===== src/rtl/mem_arbiter_if.sv =====
// Request/response and memory-port bundle for mem_arbiter.
// Optional stats outputs exist only with MEM_ARBITER_STATS_EN.
interface mem_arbiter_if #(
    parameter int AW = 32,
    parameter int DW = 32
);
    logic          if_req;
    logic [AW-1:0] if_addr;
    logic          if_gnt;
    logic          if_rvalid;
    logic [DW-1:0] if_rdata;
    logic          d_req;
    logic          d_we;
    logic [AW-1:0] d_addr;
    logic [DW-1:0] d_wdata;
    logic          d_gnt;
    logic          d_rvalid;
    logic [DW-1:0] d_rdata;
    logic          mem_en;
    logic          mem_r_w;
    logic [AW-1:0] mem_address;
    logic [DW-1:0] mem_in;
    logic [DW-1:0] mem_out;
`ifdef MEM_ARBITER_STATS_EN
    logic [15:0]   stat_if_gnt;
    logic [15:0]   stat_d_gnt;
    logic [15:0]   stat_conflict;
`endif

    modport slave (
        input  if_req, if_addr, d_req, d_we, d_addr, d_wdata, mem_out,
        output if_gnt, if_rvalid, if_rdata, d_gnt, d_rvalid, d_rdata,
        output mem_en, mem_r_w, mem_address, mem_in
`ifdef MEM_ARBITER_STATS_EN
        , output stat_if_gnt, stat_d_gnt, stat_conflict
`endif
    );

    modport master (
        output if_req, if_addr, d_req, d_we, d_addr, d_wdata, mem_out,
        input  if_gnt, if_rvalid, if_rdata, d_gnt, d_rvalid, d_rdata,
        input  mem_en, mem_r_w, mem_address, mem_in
`ifdef MEM_ARBITER_STATS_EN
        , input stat_if_gnt, stat_d_gnt, stat_conflict
`endif
    );
endinterface


===== src/rtl/mem_arbiter.sv =====
// Fetch/data arbiter for the unified single-port memory, 2-cycle read return.
// Define MEM_ARBITER_STATS_EN to add saturating grant/conflict counters.
module mem_arbiter #(
    parameter int AW          = 32,
    parameter int DW          = 32,
    parameter int MAX_D_BURST = 4
) (
    input  logic           clk,
    input  logic           rst_n,
    mem_arbiter_if.slave   bus
);
    localparam logic [3:0] MAXB = 4'(MAX_D_BURST);

    logic [3:0] burst_cnt;
    logic       burst_full;
    logic       d_gnt;
    logic       if_gnt;
    logic       rd_gnt;
    logic [1:0] tag_vld;
    logic [1:0] tag_own;

    assign burst_full = (burst_cnt >= MAXB);
    assign d_gnt  = rst_n & bus.d_req & (~bus.if_req | ~burst_full);
    assign if_gnt = rst_n & bus.if_req & ~d_gnt;
    assign rd_gnt = if_gnt | (d_gnt & ~bus.d_we);

    assign bus.d_gnt  = d_gnt;
    assign bus.if_gnt = if_gnt;

    always_ff @(posedge clk or negedge rst_n) begin
        if (!rst_n) begin
            burst_cnt <= '0;
        end else if (!bus.if_req || if_gnt) begin
            burst_cnt <= '0;
        end else if (d_gnt && !burst_full) begin
            burst_cnt <= burst_cnt + 4'd1;
        end
    end

    // Issue stage: address/data hold when nothing is granted
    always_ff @(posedge clk or negedge rst_n) begin
        if (!rst_n) begin
            bus.mem_en      <= 1'b0;
            bus.mem_r_w     <= 1'b0;
            bus.mem_address <= '0;
            bus.mem_in      <= '0;
        end else begin
            bus.mem_en <= d_gnt | if_gnt;
            if (d_gnt) begin
                bus.mem_r_w     <= bus.d_we;
                bus.mem_address <= bus.d_addr;
                bus.mem_in      <= bus.d_wdata;
            end else if (if_gnt) begin
                bus.mem_r_w     <= 1'b0;
                bus.mem_address <= bus.if_addr;
            end
        end
    end

    // Tag pipe: owner 1 = data port, 0 = fetch
    always_ff @(posedge clk or negedge rst_n) begin
        if (!rst_n) begin
            tag_vld <= '0;
            tag_own <= '0;
        end else begin
            tag_vld <= {tag_vld[0], rd_gnt};
            tag_own <= {tag_own[0], d_gnt};
        end
    end

    assign bus.if_rvalid = tag_vld[1] & ~tag_own[1];
    assign bus.d_rvalid  = tag_vld[1] & tag_own[1];
    assign bus.if_rdata  = bus.if_rvalid ? bus.mem_out : '0;
    assign bus.d_rdata   = bus.d_rvalid ? bus.mem_out : '0;

`ifdef MEM_ARBITER_STATS_EN
    logic [15:0] st_if;
    logic [15:0] st_d;
    logic [15:0] st_cf;

    always_ff @(posedge clk or negedge rst_n) begin
        if (!rst_n) begin
            st_if <= '0;
            st_d  <= '0;
            st_cf <= '0;
        end else begin
            if (if_gnt && st_if != 16'hFFFF)
                st_if <= st_if + 16'd1;
            if (d_gnt && st_d != 16'hFFFF)
                st_d <= st_d + 16'd1;
            if (bus.if_req && bus.d_req && st_cf != 16'hFFFF)
                st_cf <= st_cf + 16'd1;
        end
    end

    assign bus.stat_if_gnt   = st_if;
    assign bus.stat_d_gnt    = st_d;
    assign bus.stat_conflict = st_cf;
`endif
endmodule


===== src/flat_wrapper.sv =====
// flat-port wrapper written by rule: the top's interface ports become plain ports
module mem_arbiter_flat 
#(
    parameter int AW          = 32,
    parameter int DW          = 32,
    parameter int MAX_D_BURST = 4
)
  (clk, rst_n, bus_if_req, bus_if_addr, bus_d_req, bus_d_we, bus_d_addr, bus_d_wdata, bus_mem_out, bus_if_gnt, bus_if_rvalid, bus_if_rdata, bus_d_gnt, bus_d_rvalid, bus_d_rdata, bus_mem_en, bus_mem_r_w, bus_mem_address, bus_mem_in);
  mem_arbiter_if #(.AW(AW), .DW(DW)) bus_i ();
  input  logic clk;
  input  logic rst_n;
  input wire logic [$bits(bus_i.if_req)-1:0] bus_if_req;
  input wire logic [$bits(bus_i.if_addr)-1:0] bus_if_addr;
  input wire logic [$bits(bus_i.d_req)-1:0] bus_d_req;
  input wire logic [$bits(bus_i.d_we)-1:0] bus_d_we;
  input wire logic [$bits(bus_i.d_addr)-1:0] bus_d_addr;
  input wire logic [$bits(bus_i.d_wdata)-1:0] bus_d_wdata;
  input wire logic [$bits(bus_i.mem_out)-1:0] bus_mem_out;
  output wire logic [$bits(bus_i.if_gnt)-1:0] bus_if_gnt;
  output wire logic [$bits(bus_i.if_rvalid)-1:0] bus_if_rvalid;
  output wire logic [$bits(bus_i.if_rdata)-1:0] bus_if_rdata;
  output wire logic [$bits(bus_i.d_gnt)-1:0] bus_d_gnt;
  output wire logic [$bits(bus_i.d_rvalid)-1:0] bus_d_rvalid;
  output wire logic [$bits(bus_i.d_rdata)-1:0] bus_d_rdata;
  output wire logic [$bits(bus_i.mem_en)-1:0] bus_mem_en;
  output wire logic [$bits(bus_i.mem_r_w)-1:0] bus_mem_r_w;
  output wire logic [$bits(bus_i.mem_address)-1:0] bus_mem_address;
  output wire logic [$bits(bus_i.mem_in)-1:0] bus_mem_in;
  assign bus_i.if_req = bus_if_req;
  assign bus_i.if_addr = bus_if_addr;
  assign bus_i.d_req = bus_d_req;
  assign bus_i.d_we = bus_d_we;
  assign bus_i.d_addr = bus_d_addr;
  assign bus_i.d_wdata = bus_d_wdata;
  assign bus_i.mem_out = bus_mem_out;
  assign bus_if_gnt = bus_i.if_gnt;
  assign bus_if_rvalid = bus_i.if_rvalid;
  assign bus_if_rdata = bus_i.if_rdata;
  assign bus_d_gnt = bus_i.d_gnt;
  assign bus_d_rvalid = bus_i.d_rvalid;
  assign bus_d_rdata = bus_i.d_rdata;
  assign bus_mem_en = bus_i.mem_en;
  assign bus_mem_r_w = bus_i.mem_r_w;
  assign bus_mem_address = bus_i.mem_address;
  assign bus_mem_in = bus_i.mem_in;
  mem_arbiter #(.AW(AW), .DW(DW), .MAX_D_BURST(MAX_D_BURST)) u_core (.clk(clk), .rst_n(rst_n), .bus(bus_i));
endmodule

===== config.mk =====
export PLATFORM = sky130hd
export DESIGN_NAME = mem_arbiter_flat
export DESIGN_NICKNAME = d
export VERILOG_FILES = /design/src/rtl/mem_arbiter_if.sv /design/src/rtl/mem_arbiter.sv /design/src/flat_wrapper.sv
export SDC_FILE = /design/constraint.sdc
export NUM_CORES = 1
export LEC_CHECK = 0
export ABC_AREA = 1
export CORE_AREA = 2 2 105 107
export CTS_CLUSTER_DIAMETER = 40
export DETAILED_ROUTE_END_ITERATION = 10
export DIE_AREA = 0 0 107 109
export DONT_BUFFER_PORTS = 1
export MAX_ROUTING_LAYER = met4
export PLACE_DENSITY = 0.51
export SYNTH_ARGS = -nofsm -noshare
export SYNTH_HDL_FRONTEND = slang
export SYNTH_SLANG_ARGS = --single-unit

===== constraint.sdc =====
create_clock -name clk -period 1.6 [get_ports clk]
set_input_delay 0 -clock clk [delete_from_list [all_inputs] [get_ports clk]]
set_output_delay 0 -clock clk [all_outputs]
set_load 0.05 [all_outputs]

==> impl_metrics.yaml <==
status:
  status: "complete, but fails checks"
  violations: "hold timing"
drt:
  wl_um: 13500
  wl_per_cell_um: 15.4
  first_pass_iters: 4
  drt-initial-drc-count: 249
  vias: 4198
  drcViolationCount: 0
  drt-vias-per-instance: 4.80
  ant_nets: 0
place:
  hpwl_um: 8720
  port_buffers: 0
  place_congestion: 0.838
synthesis:
  synth-async-reset-ratio_pct: 100
  synth_ff_type: "dfrtp_1"
  synthMostInstantiatedCell: "nand2_1"
  avgSynthCellArea_um2: 6.93
  yosys.area.top_type: "dfrtp_1"
  synth_enable_flop_cells: 0
  synth_top_area_share_pct: 48.3
  ys_ff_latch: 74
  ys_types: 17
  ys_warn_count: 0
  syn-cell-area_um2: 3830
  syn_inst: 553
  ys_seq_area_share_pct: 48.3
  yosys-top-cells-count: "nand2_1, inv_1, nand3_1"
  yosys-top-cells-area: "dfrtp_1, nand2_1, nand3_1, inv_1, nor2_1"
  postSynthNetCount: 687
global_routing:
  grt_pass1_wl_um: 20100
  antenna_found_initial: 1
  grt_max_degree: 79
  grt_pass1_vias: 4012
  overflow: 0
  grtUsageTotal_pct: 22.7
clock_network:
  cts_buffer_depth: 2
  insertion_delay_ns: 0.34
  numClockSinks: 74
  cts-buffers-inserted: 9
  cts_tree: "done"
  cts_hold_buffers: 102
  cts-root-buf: "clkbuf_8"
  clkTransAtPathRegs_ns: 0.08
  ctsHtreeMaxLevel: 3
die:
  die_area_um2: 11700
  io_pins: 267
  coreArea_um2: 10600
  die_height_um: 109
  die_w_um: 107
  initial_utilization_pct: 36.1
  num_rows: 38
sta:
  slew_headroom_pct: 64.9
  post-route-period-util_pct: 93.6
  hold_viol: 74
  layout_min_cycle_time_ns: 1.50
  fmax_ghz: 0.668
  finalSetupViolCount: 0
  finClkSkew_ns: 0.0126
  worstMarginPinSlew_ns: 0.527
  slew_viol_final: 0
  whs_ns: -0.651
  tns_ns: 0
  rsz0062_at_grt: "no"
critical_path:
  cp-start-kind: "flip-flop"
  critPathCaptureType: "flip-flop"
  cp.arrival_ns: 1.76
  setup.worst_path.class: "reg -> reg"
  critPathRequiredTime_ns: 1.86
  cp_max_fo: 2
min_path:
  hold_class: "in -> async"
layout:
  nFillCells: 958
  layout-drive-gt1-share_pct: 20.3
  final_net_count: 863
  area_delta_synth_final_pct: 58.9
pwr:
  pwr_density_cell_nw_per_um2: 957
  finalPower_w: 0.00583
  vdd_ir_drop_max_v: 0.000627
  p_leak_nw: 3.40
flow_run:
  cap_violations: 0
## where the power goes
part	switching, W	internal [W]	leakage [nW]
clock network	0.000712	0.000766	0.103
logic	0.000788	0.000537	2.39
registers	0.000944	0.00208	0.913
total	0.00244	0.00339	3.40
## flip-flops by register name (all words and copies together) (netlist names)
signal	flops
u_core.bus.mem_en	1
u_core.burst_cnt	4
u_core.bus.mem_address	32
u_core.bus.mem_in	32
u_core.tag_own	2
u_core.tag_vld	2
u_core.bus.mem_r_w	1
## layout make-up
class                      count  area [um2]  share of cell area (%)
tap                          140         175                    2.88
sequential                    74        1850                    30.4
antenna                        1        2.50                  0.0411
inverter                     104         398                    6.53
clock buffer                  10         138                    2.26
multi-input combinational    344        1580                    25.9
clock inverter                 6        65.1                    1.07
timing repair buffer         196        1880                    30.9
## final timing paths
kind	to	slack (ns)	cells after the start	from
worst min register to register	u_core.tag_own[1]	0.36	0	u_core.tag_own[0]
worst max-delay path	u_core.bus.mem_r_w	0.10	3	u_core.bus.mem_r_w
max in group asynchronous	u_core.bus.mem_address[13]	2.13	0	rst_n
worst min-delay path	u_core.bus.mem_address[1]	-0.65	0	rst_n
min in group clk	u_core.bus.mem_address[19]	0.11	4	rst_n
worst max register to register	u_core.bus.mem_r_w	0.10	3	u_core.bus.mem_r_w
## critical path, stage by stage (launching register included)
cell	delay [ns]
dfrtp_1	0.66
nand3_1	0.12
dlygate4sd3_1	0.57
o21ai_0	0.07
## cell usage in the layout (no fill, tap or decap), types with 3 or more instances in the layout
| cell | synthesis | layout |
|---|---|---|
| clkbuf_8 | 0 | 10 |
| nor2_4 | 0 | 11 |
| dfrtp_1 | 74 | 74 |
| nand3_1 | 97 | 97 |
| nand2_2 | 3 | 3 |
| nor2_1 | 67 | 36 |
| buf_4 | 1 | 82 |
| inv_1 | 102 | 101 |
| dlygate4sd3_1 | 0 | 102 |
| nor2_2 | 1 | 21 |
| buf_12 | 0 | 11 |
| nand2_1 | 171 | 171 |
## per-layer routing
layer / vias up / part of all wire, % / global-route usage, %
li1: 1989 / - / -
met1: 1955 / 35 / 23.4
met2: 215 / 54 / 39.9
met3: 39 / 7.7 / 6.34
met4: 0 / 3.4 / 11.1
met5: - / 0 / -
## repair_timing
action                                  in CTS  in global routing
endpoints found under the hold margin      144                 74
gates cloned                                 0                  1
endpoints found under the setup margin      34                  2
resized for setup                            2                  1
buffers inserted                             1                  6
pin swaps                                    1                  2
## per-stage QoR
stage,util (%),cells,worst slack [ns],instance area (um2),hold slack (ns)
finish,57.4,875,0.102,6090,-0.651
global route,57.4,875,0.0158,6090,-0.687
CTS,56.7,867,0.0139,6010,-0.676
detailed placement,45.1,748,0.0799,4780,-0.294
global placement,45.1,748,0.121,4780,-0.294
floorplan,-,553,-0.00104,3970,-0.296
## cell families after synthesis
kind of cell / after synthesis / synth area share, %
AO/OA/AOI/OAI: 3 / 0.555
adder cells (fa/ha/maj): 1 / 0.326
buffers and inverters: 135 / 14.0
flip-flops: 74 / 48.3
AND/OR/NAND/NOR: 340 / 36.8
No activity file was read; power rests on OpenSTA's default activity.
